File: src/rtl/move_issuer_pika.sv
// move_issuer_pika: initiator-side turn sequencer for Pikachu's attacks.
//
// Takes a one-hot move request from the player input path, enforces the
// per-move PP limits and walks the opponent's damage block through its
// enable strobes in a fixed order, waiting on that block's done feedback.
//
// Ports:
//   clock                     system clock, rising edge
//   reset                     asynchronous, active-high; clears all state
//   turn_en                   high while it is this player's turn
//   key_select[2:0]           001 quick attack, 010 thunderbolt, 100 volt tackle
//   done_decrement            level, decrement control finished
//   done_damage               level, white-draw unit finished
//   game_over                 opponent fainted (sampled in COMMIT)
//   move_out[2:0]             accepted move code, 000 when idle/over
//   enable_DMG_reg .. enable_draw_decrease   damage block strobes
//   pp_qa/pp_tb/pp_vt[3:0]    remaining PP per move
//   busy                      high outside IDLE/OVER
//   turn_done                 one-cycle pulse at the end of a completed turn
//   rejected                  one-cycle pulse when a move with PP = 0 is requested
//   timeout_err               sticky abort flag, cleared by the next accepted request
//   battle_over               high in OVER
//   state_dbg[2:0]            current FSM state, for observation
//
// Handshake: the damage block strobes are level requests; each strobe in
// DECR/DRAW stays high until the matching done level is sampled high on a
// rising clock edge, or until the wait budget expires.
module move_issuer_pika #(
  parameter int PP_QA   = 8,
  parameter int PP_TB   = 5,
  parameter int PP_VT   = 3,
  parameter int TIMEOUT = 1023
) (
  input  logic       clock,
  input  logic       reset,
  input  logic       turn_en,
  input  logic [2:0] key_select,
  input  logic       done_decrement,
  input  logic       done_damage,
  input  logic       game_over,
  output logic [2:0] move_out,
  output logic       enable_DMG_reg,
  output logic       enable_DMG_calc,
  output logic       enable_HP_calc,
  output logic       enable_decrement_control,
  output logic       enable_draw_decrease,
  output logic [3:0] pp_qa,
  output logic [3:0] pp_tb,
  output logic [3:0] pp_vt,
  output logic       busy,
  output logic       turn_done,
  output logic       rejected,
  output logic       timeout_err,
  output logic       battle_over,
  output logic [2:0] state_dbg
);

  typedef enum logic [2:0] {
    S_IDLE, S_LATCH, S_CALC, S_COMMIT, S_DECR, S_DRAW, S_FINISH, S_OVER
  } state_t;

  localparam logic [3:0] PP_QA_INIT = 4'(PP_QA);
  localparam logic [3:0] PP_TB_INIT = 4'(PP_TB);
  localparam logic [3:0] PP_VT_INIT = 4'(PP_VT);
  // Count value seen during the last allowed wait cycle; reaching it without
  // a done means TIMEOUT cycles have been spent in the wait state.
  localparam logic [9:0] TMO_LAST   = 10'(TIMEOUT - 1);

  state_t     state, state_nx;
  logic [2:0] code;
  logic       armed;
  logic       over_pend;
  logic [9:0] tmo_cnt;

  logic       key_valid;
  logic [3:0] sel_pp;
  logic       accept, reject, abort;

  // PP of the requested move; key_valid only for exactly one-hot codes.
  always_comb begin
    key_valid = 1'b1;
    sel_pp    = 4'd0;
    case (key_select)
      3'b001:  sel_pp = pp_qa;
      3'b010:  sel_pp = pp_tb;
      3'b100:  sel_pp = pp_vt;
      default: key_valid = 1'b0;
    endcase
  end

  always_comb begin
    state_nx = state;
    accept   = 1'b0;
    reject   = 1'b0;
    abort    = 1'b0;
    case (state)
      S_IDLE: begin
        if (turn_en && armed && key_valid) begin
          if (sel_pp != 4'd0) begin
            accept   = 1'b1;
            state_nx = S_LATCH;
          end else begin
            reject = 1'b1;
          end
        end
      end
      S_LATCH:  state_nx = S_CALC;
      S_CALC:   state_nx = S_COMMIT;
      S_COMMIT: state_nx = S_DECR;
      S_DECR: begin
        if (done_decrement) begin
          state_nx = S_DRAW;
        end else if (tmo_cnt == TMO_LAST) begin
          abort    = 1'b1;
          state_nx = S_FINISH;
        end
      end
      S_DRAW: begin
        if (done_damage) begin
          state_nx = over_pend ? S_OVER : S_FINISH;
        end else if (tmo_cnt == TMO_LAST) begin
          abort    = 1'b1;
          state_nx = S_FINISH;
        end
      end
      S_FINISH: state_nx = S_IDLE;
      S_OVER:   state_nx = S_OVER;
      default:  state_nx = S_IDLE;
    endcase
  end

  always_ff @(posedge clock or posedge reset) begin
    if (reset) begin
      state       <= S_IDLE;
      code        <= 3'b000;
      pp_qa       <= PP_QA_INIT;
      pp_tb       <= PP_TB_INIT;
      pp_vt       <= PP_VT_INIT;
      armed       <= 1'b1;
      rejected    <= 1'b0;
      timeout_err <= 1'b0;
      over_pend   <= 1'b0;
      tmo_cnt     <= 10'd0;
    end else begin
      state    <= state_nx;
      rejected <= reject;

      // A held key fires once: re-arm only after the key is released.
      if (key_select == 3'b000) begin
        armed <= 1'b1;
      end else if (accept || reject) begin
        armed <= 1'b0;
      end

      // Acceptance only happens with PP > 0, so the counters never wrap.
      if (accept) begin
        code        <= key_select;
        timeout_err <= 1'b0;
        case (key_select)
          3'b001:  pp_qa <= pp_qa - 4'd1;
          3'b010:  pp_tb <= pp_tb - 4'd1;
          default: pp_vt <= pp_vt - 4'd1;
        endcase
      end else if (abort) begin
        timeout_err <= 1'b1;
      end

      if (state == S_COMMIT) begin
        over_pend <= game_over;
      end

      // Restart the wait budget on every state change (covers entry to
      // DECR and DRAW); count only while waiting.
      if (state_nx != state) begin
        tmo_cnt <= 10'd0;
      end else if (state == S_DECR || state == S_DRAW) begin
        tmo_cnt <= tmo_cnt + 10'd1;
      end
    end
  end

  // Moore outputs decoded purely from registered state.
  always_comb begin
    move_out                 = 3'b000;
    enable_DMG_reg           = 1'b0;
    enable_DMG_calc          = 1'b0;
    enable_HP_calc           = 1'b0;
    enable_decrement_control = 1'b0;
    enable_draw_decrease     = 1'b0;
    busy                     = 1'b0;
    turn_done                = 1'b0;
    battle_over              = 1'b0;
    case (state)
      S_LATCH:  begin move_out = code; busy = 1'b1; enable_DMG_reg           = 1'b1; end
      S_CALC:   begin move_out = code; busy = 1'b1; enable_DMG_calc          = 1'b1; end
      S_COMMIT: begin move_out = code; busy = 1'b1; enable_HP_calc           = 1'b1; end
      S_DECR:   begin move_out = code; busy = 1'b1; enable_decrement_control = 1'b1; end
      S_DRAW:   begin move_out = code; busy = 1'b1; enable_draw_decrease     = 1'b1; end
      S_FINISH: begin move_out = code; busy = 1'b1; turn_done                = 1'b1; end
      S_OVER:   battle_over = 1'b1;
      default:  ;
    endcase
  end

  assign state_dbg = state;

endmodule

File: config.mk
export PLATFORM = sky130hd
export DESIGN_NAME = move_issuer_pika
export DESIGN_NICKNAME = d
export VERILOG_FILES = /design/src/rtl/move_issuer_pika.sv
export SDC_FILE = /design/constraint.sdc
export NUM_CORES = 1
export LEC_CHECK = 0
export BUFFER_PORTS_ARGS = -buffer_cell sky130_fd_sc_hd__buf_2
export CORE_ASPECT_RATIO = 1.1
export CORE_MARGIN = 3
export CORE_UTILIZATION = 49
export CTS_CLUSTER_DIAMETER = 80
export DETAILED_ROUTE_END_ITERATION = 8
export GPL_ROUTABILITY_DRIVEN = 1
export PLACE_DENSITY = 0.75
export SLEW_MARGIN = 20
export SYNTH_ARGS = -nofsm -noshare
export SYNTH_HDL_FRONTEND = slang
export SYNTH_SLANG_ARGS = --single-unit
File: constraint.sdc
create_clock -name clock -period 1.83 [get_ports clock]
set_clock_uncertainty 0.2 [all_clocks]
set_input_delay 0 -clock clock [delete_from_list [all_inputs] [get_ports clock]]
set_output_delay 0 -clock clock [all_outputs]
set_load 0.1 [all_outputs]
After elaboration in Yosys (flattened, before gate mapping):

Index checks and enable logic that the tools add are counted.

* bits of input ports: 9
* logic and storage cells: 77
* output and inout port bits: 28
* register bits after elaboration: 32

* equality and inequality tests: 12
* bitwise logic cells: 1
* add/sub/neg operators: 4
* mux-type cells: 34
* reductions and logical operators: 16

Operators by type and width (number)
* $pmux W3 S8: 1
* $mux W1: 23
* $mux W10: 2
* $mux W3: 6
* $eq A3 B3 Y1 const B: 5
* $pmux W4 S3: 1
* $sub A4 B1 Y4 const B: 3
* $add A10 B1 Y10 const B: 1
* $eq A10 B10 Y1 const B: 1
* $eq A3 B2 Y1 const B: 3
* $eq A3 B1 Y1 const B: 2
* $logic_not A3 Y1: 2
* $reduce_and A2 Y1: 3
* $reduce_bool A2 Y1: 3
* $reduce_or A6 Y1: 1
* $reduce_bool A4 Y1: 1
* $ne A3 B3 Y1: 1
* $reduce_or A3 Y1: 1
* $logic_and A1 B1 Y1: 2
* $logic_or A1 B1 Y1: 2
* $pmux W1 S2: 1
* $reduce_or A2 Y1: 1
* $not A1 Y1: 1

Logic depth before layout (Yosys ltp):

* word-level depth: 9
* gate-level depth with buffers: 7

Worst setup path after synthesis:

OpenSTA, ideal clock, no wires.

* kind: register to output
* start: register state[0], in the netlist state_dbg[0]
* end: output move_out[2]
* slack: -2146 ps
* path buffers: 1
* required time: 1630 ps
* arrival: 3776 ps
* stages on the path, launching flop included: 5
* cells stage by stage: dfrtp_1 > buf_2 > nand3_1 > inv_1 > nor3_1

* cells in the longest elaborated chain, start to end: 3
* elaborated cells between the ends (all ways): 8
* classes of those cells: eq/ne (6); mux (1); reduce/logical (1)

Ends and longest elaborated chain
* from (decl): RTL line 69 `state_t state, state_nx;`
* from (signal assigned): RTL line 145 `state <= state_nx;`
* $eq A3 B2 Y1, or another cell as far along: RTL line 193 `case (state)`
* $reduce_or A6 Y1 (no source line) *
* $mux W3 *: RTL line 193
* to (decl): RTL line 41 `output logic [2:0] move_out,`

Every way passes the cells marked *; elsewhere a longest branch is shown, timed or not.

Worst setup path after layout:

* start: register pp_tb[3]
* end: register rejected

* cells in the longest elaborated chain, start to end: 5

Ends and longest elaborated chain
* from (decl): RTL line 48 `output logic [3:0] pp_tb,`
* from (signal assigned): RTL line 161 `3'b010: pp_tb <= pp_tb - 4'd1;`
* $pmux W4 S3: RTL line 83 `case (key_select)`
* $reduce_bool A4 Y1: RTL line 99 `if (sel_pp != 4'd0) begin`
* $mux W1: RTL line 99
* $mux W1: RTL line 98 `if (turn_en && armed && key_valid) begin`
* $mux W1: RTL line 96 `case (state)`
* net reject: RTL line 77 `logic accept, reject, abort;`
* to (signal assigned): RTL line 146 `rejected <= reject;`
* to (decl): RTL line 52 `output logic rejected,`

The timed path passes the listed nets, and every way through them passes these cells.
A chain may end at the register's enable or synchronous reset.

==> out/results.tsv <==
metric	value	unit
core.rowCount	22	
synth_cells	176	
setup_viol	38	
cts_buffers	5	
drive_gt1_share	62.63	%
final_cells	329	
period_minus_slack	2090	ps
syn-num-nets	190	
path_buf_inv	0	
crit_path_top_delay_cell	or4_4	
synth.cell_area	0.001837	mm²
antenna_found_initial	0	
cts_tree	built	
coreArea	0.003468	mm²
dp_hpwl	3376	µm
ctsHtreeMaxLevel	2	
ys.flop_type	dfrtp_1	
clockRootBuffer	clkbuf_4	
slew_violations	0	
clk_latency	370	ps
num_vias	2160	
worstPathRequired	1840	ps
grt_max_degree	33	
min_path_type	input port to asynchronous set/reset pin	
drtIter0Drc	274	
hold_violations	0	
io_buffer_count	36	
grt_usage	31.12	%
syn_avg_cell_area	10.44	µm²
cp.arrival	2100	ps
critPathMaxStageDelay	550	ps
grt_pass1_wl	10710	µm
switching_share	52.73	%
clkPwrFrac	9.4	%
post-route-util	94.91	%
failed_checks	negative setup slack	
ys_async_sr_fraction	100.0	%
start_kind	register	
whs	40.00	ps
fmax	478.4	MHz
grt_pass1_vias	2050	
worst-setup-path-type	register to register	
fillers	94	
drt-total-wl	8763	µm
io_pins	37	
cts.clk_slew.worst_paths	120	ps
internal-power	2.856	mW
gp_congestion	0.7905	
ys_seq_elements	32	
die_y	70.22	µm
first_pass_iters	5	
dp_cells	284	
area_growth	79.22	%
seq_area_frac_synth	44.01	%
fp.dieW	64.38	µm
synth-edff-count	0	
synth_cell_type_count	54	
via_per_inst	6.565	
die-area	0.004520	mm²
ir_drop	1.361	mV
p_comb_share	72.4	%
seqPwrFrac	18.3	%
tightestPinTransition	573.3	ps
diodes	0	
cap_viol_max_count	0	
overflow	0	
cts_sinks	32	
critPathMaxFanout	5	
ctsLongestPathBuffers	2	
slew_headroom	60.79	%
worst_slack	-260.5	ps
drc	0	
post-route-period-util	114.2	%
switchingPower	3.186	mW
ant_nets	0	
wl_per_cell	26.64	µm
finalNetCount	294	
ys.warnings.count	0	
power.density	1835	mW/mm²
start_util	52.96	%
worstPathCellList	or4_4 > o2bb2ai_2 > a2111oi_0	
p_leak	1.461	nW
end_kind	register	
status	complete, but fails checks	
grt_setup_unrepaired	true	
finalSetupTns	-5304	ps
critPathTopFamily	compound AO/OA/AOI/OAI gates	
## per-layer routing
layer | GRT usage (%) | up-vias | share of wire, % | routed length (µm)
met1 | 35.29 | 1049 | 36 | 3198
met4 | 15.26 | 0 | 6.3 | 550
li1 | - | 833 | - | -
met2 | 54.24 | 213 | 47 | 4157
met5 | 0 | - | 0 | 0
met3 | 7.074 | 65 | 9.8 | 858
## registers in the layout, indices dropped and copies added (netlist names), 3 cells and up
name	cells
pp_vt	4
pp_qa	4
tmo_cnt	10
code	3
state_dbg	3
pp_tb	4
## per-stage QoR
step	area, µm²	setup WS [ps]	total power [mW]
3_3_place_gp	2623	-137.4	4.326
5_1_grt	3292	-253.2	6.159
3_5_place_dp	2623	-193.4	4.427
4_1_cts	3067	-147.6	5.351
2_1_floorplan	2047	-708.4	3.448
6_report	3292	-260.5	6.042
## power groups by stage
stage          clock network (mW)  registers, mW  logic (mW)
6_report                    0.566           1.10        4.37
3_5_place_dp                    0           1.05        3.38
2_1_floorplan                   0           1.75        1.69
4_1_cts                     0.547           1.04        3.76
5_1_grt                     0.586           1.11        4.46
3_3_place_gp                    0           1.03        3.29
## worst register-to-register path, stage by stage, from the launching register on
cell and delay [ps]:
dfrtp_4 490, or4_4 550, o2bb2ai_2 210, a2111oi_0 490
## synth_stat cells (4+ instances only)
cell type / n / area, µm²
dfstp_2: 6 / 157.7
ha_1: 5 / 62.56
nor2_1: 7 / 26.28
nor3_1: 7 / 35.03
xnor2_1: 13 / 113.9
nand2_1: 10 / 37.54
dfrtp_1: 26 / 650.6
nand2b_1: 4 / 25.02
nor3_2: 8 / 80.08
nor3b_1: 5 / 37.54
xor2_1: 4 / 35.03
mux2i_1: 4 / 40.04
nand3_1: 4 / 20.02
inv_1: 14 / 52.55
## cells in the final DEF (no fill, tap or decap), types with 6 or more instances in the layout
master,n
buf_2,24
nor3_2,10
dfrtp_1,16
xnor2_1,11
nand2_1,7
buf_4,41
dfrtp_4,7
dfstp_2,6
inv_1,11
dlygate4sd3_1,8
buf_12,13
buf_6,10
## worst paths after layout
path	endpoint	cells after the start	slack [ps]	startpoint
setup reg to reg	rejected	3	-260	pp_tb[3]
setup / recovery	rejected	3	-260	pp_tb[3]
max in group asynchronous	pp_qa[1]	4	1030	reset
min in group clock	armed	3	230	key_select[0]
hold / removal	code[2]	4	40	reset
hold reg to reg	code[1]	1	320	code[1]
## timing repair
action,in CTS,in global routing
resized for setup,34,26
hold endpoints to repair,41,0
setup buffers,13,13
hold buffers,8,0
cloned,3,1
setup endpoints to repair,36,39
pin swaps,14,12
## cells by family after synthesis
| kind of cell | synth area share (%) |
|---|---|
| AO/OA/AOI/OAI | 14.10 |
| AND/OR/NAND/NOR | 21.53 |
| XOR/XNOR | 8.106 |
| adder cells (fa/ha/maj) | 3.951 |
| multiplexers | 2.793 |
| flip-flops | 44.01 |
| buffers and inverters | 5.517 |
## area by class of cell
cell class | instances | area, µm² | area share (%)
clock buffers | 6 | 41.29 | 1.254
clock inverters | 2 | 35.03 | 1.064
inverters | 14 | 60.06 | 1.824
multi-input cells | 125 | 1276 | 38.77
flip-flops and latches | 32 | 838.3 | 25.47
well taps | 48 | 60.06 | 1.824
repair buffers | 102 | 980.9 | 29.80
(Power assumes the default switching activity.)
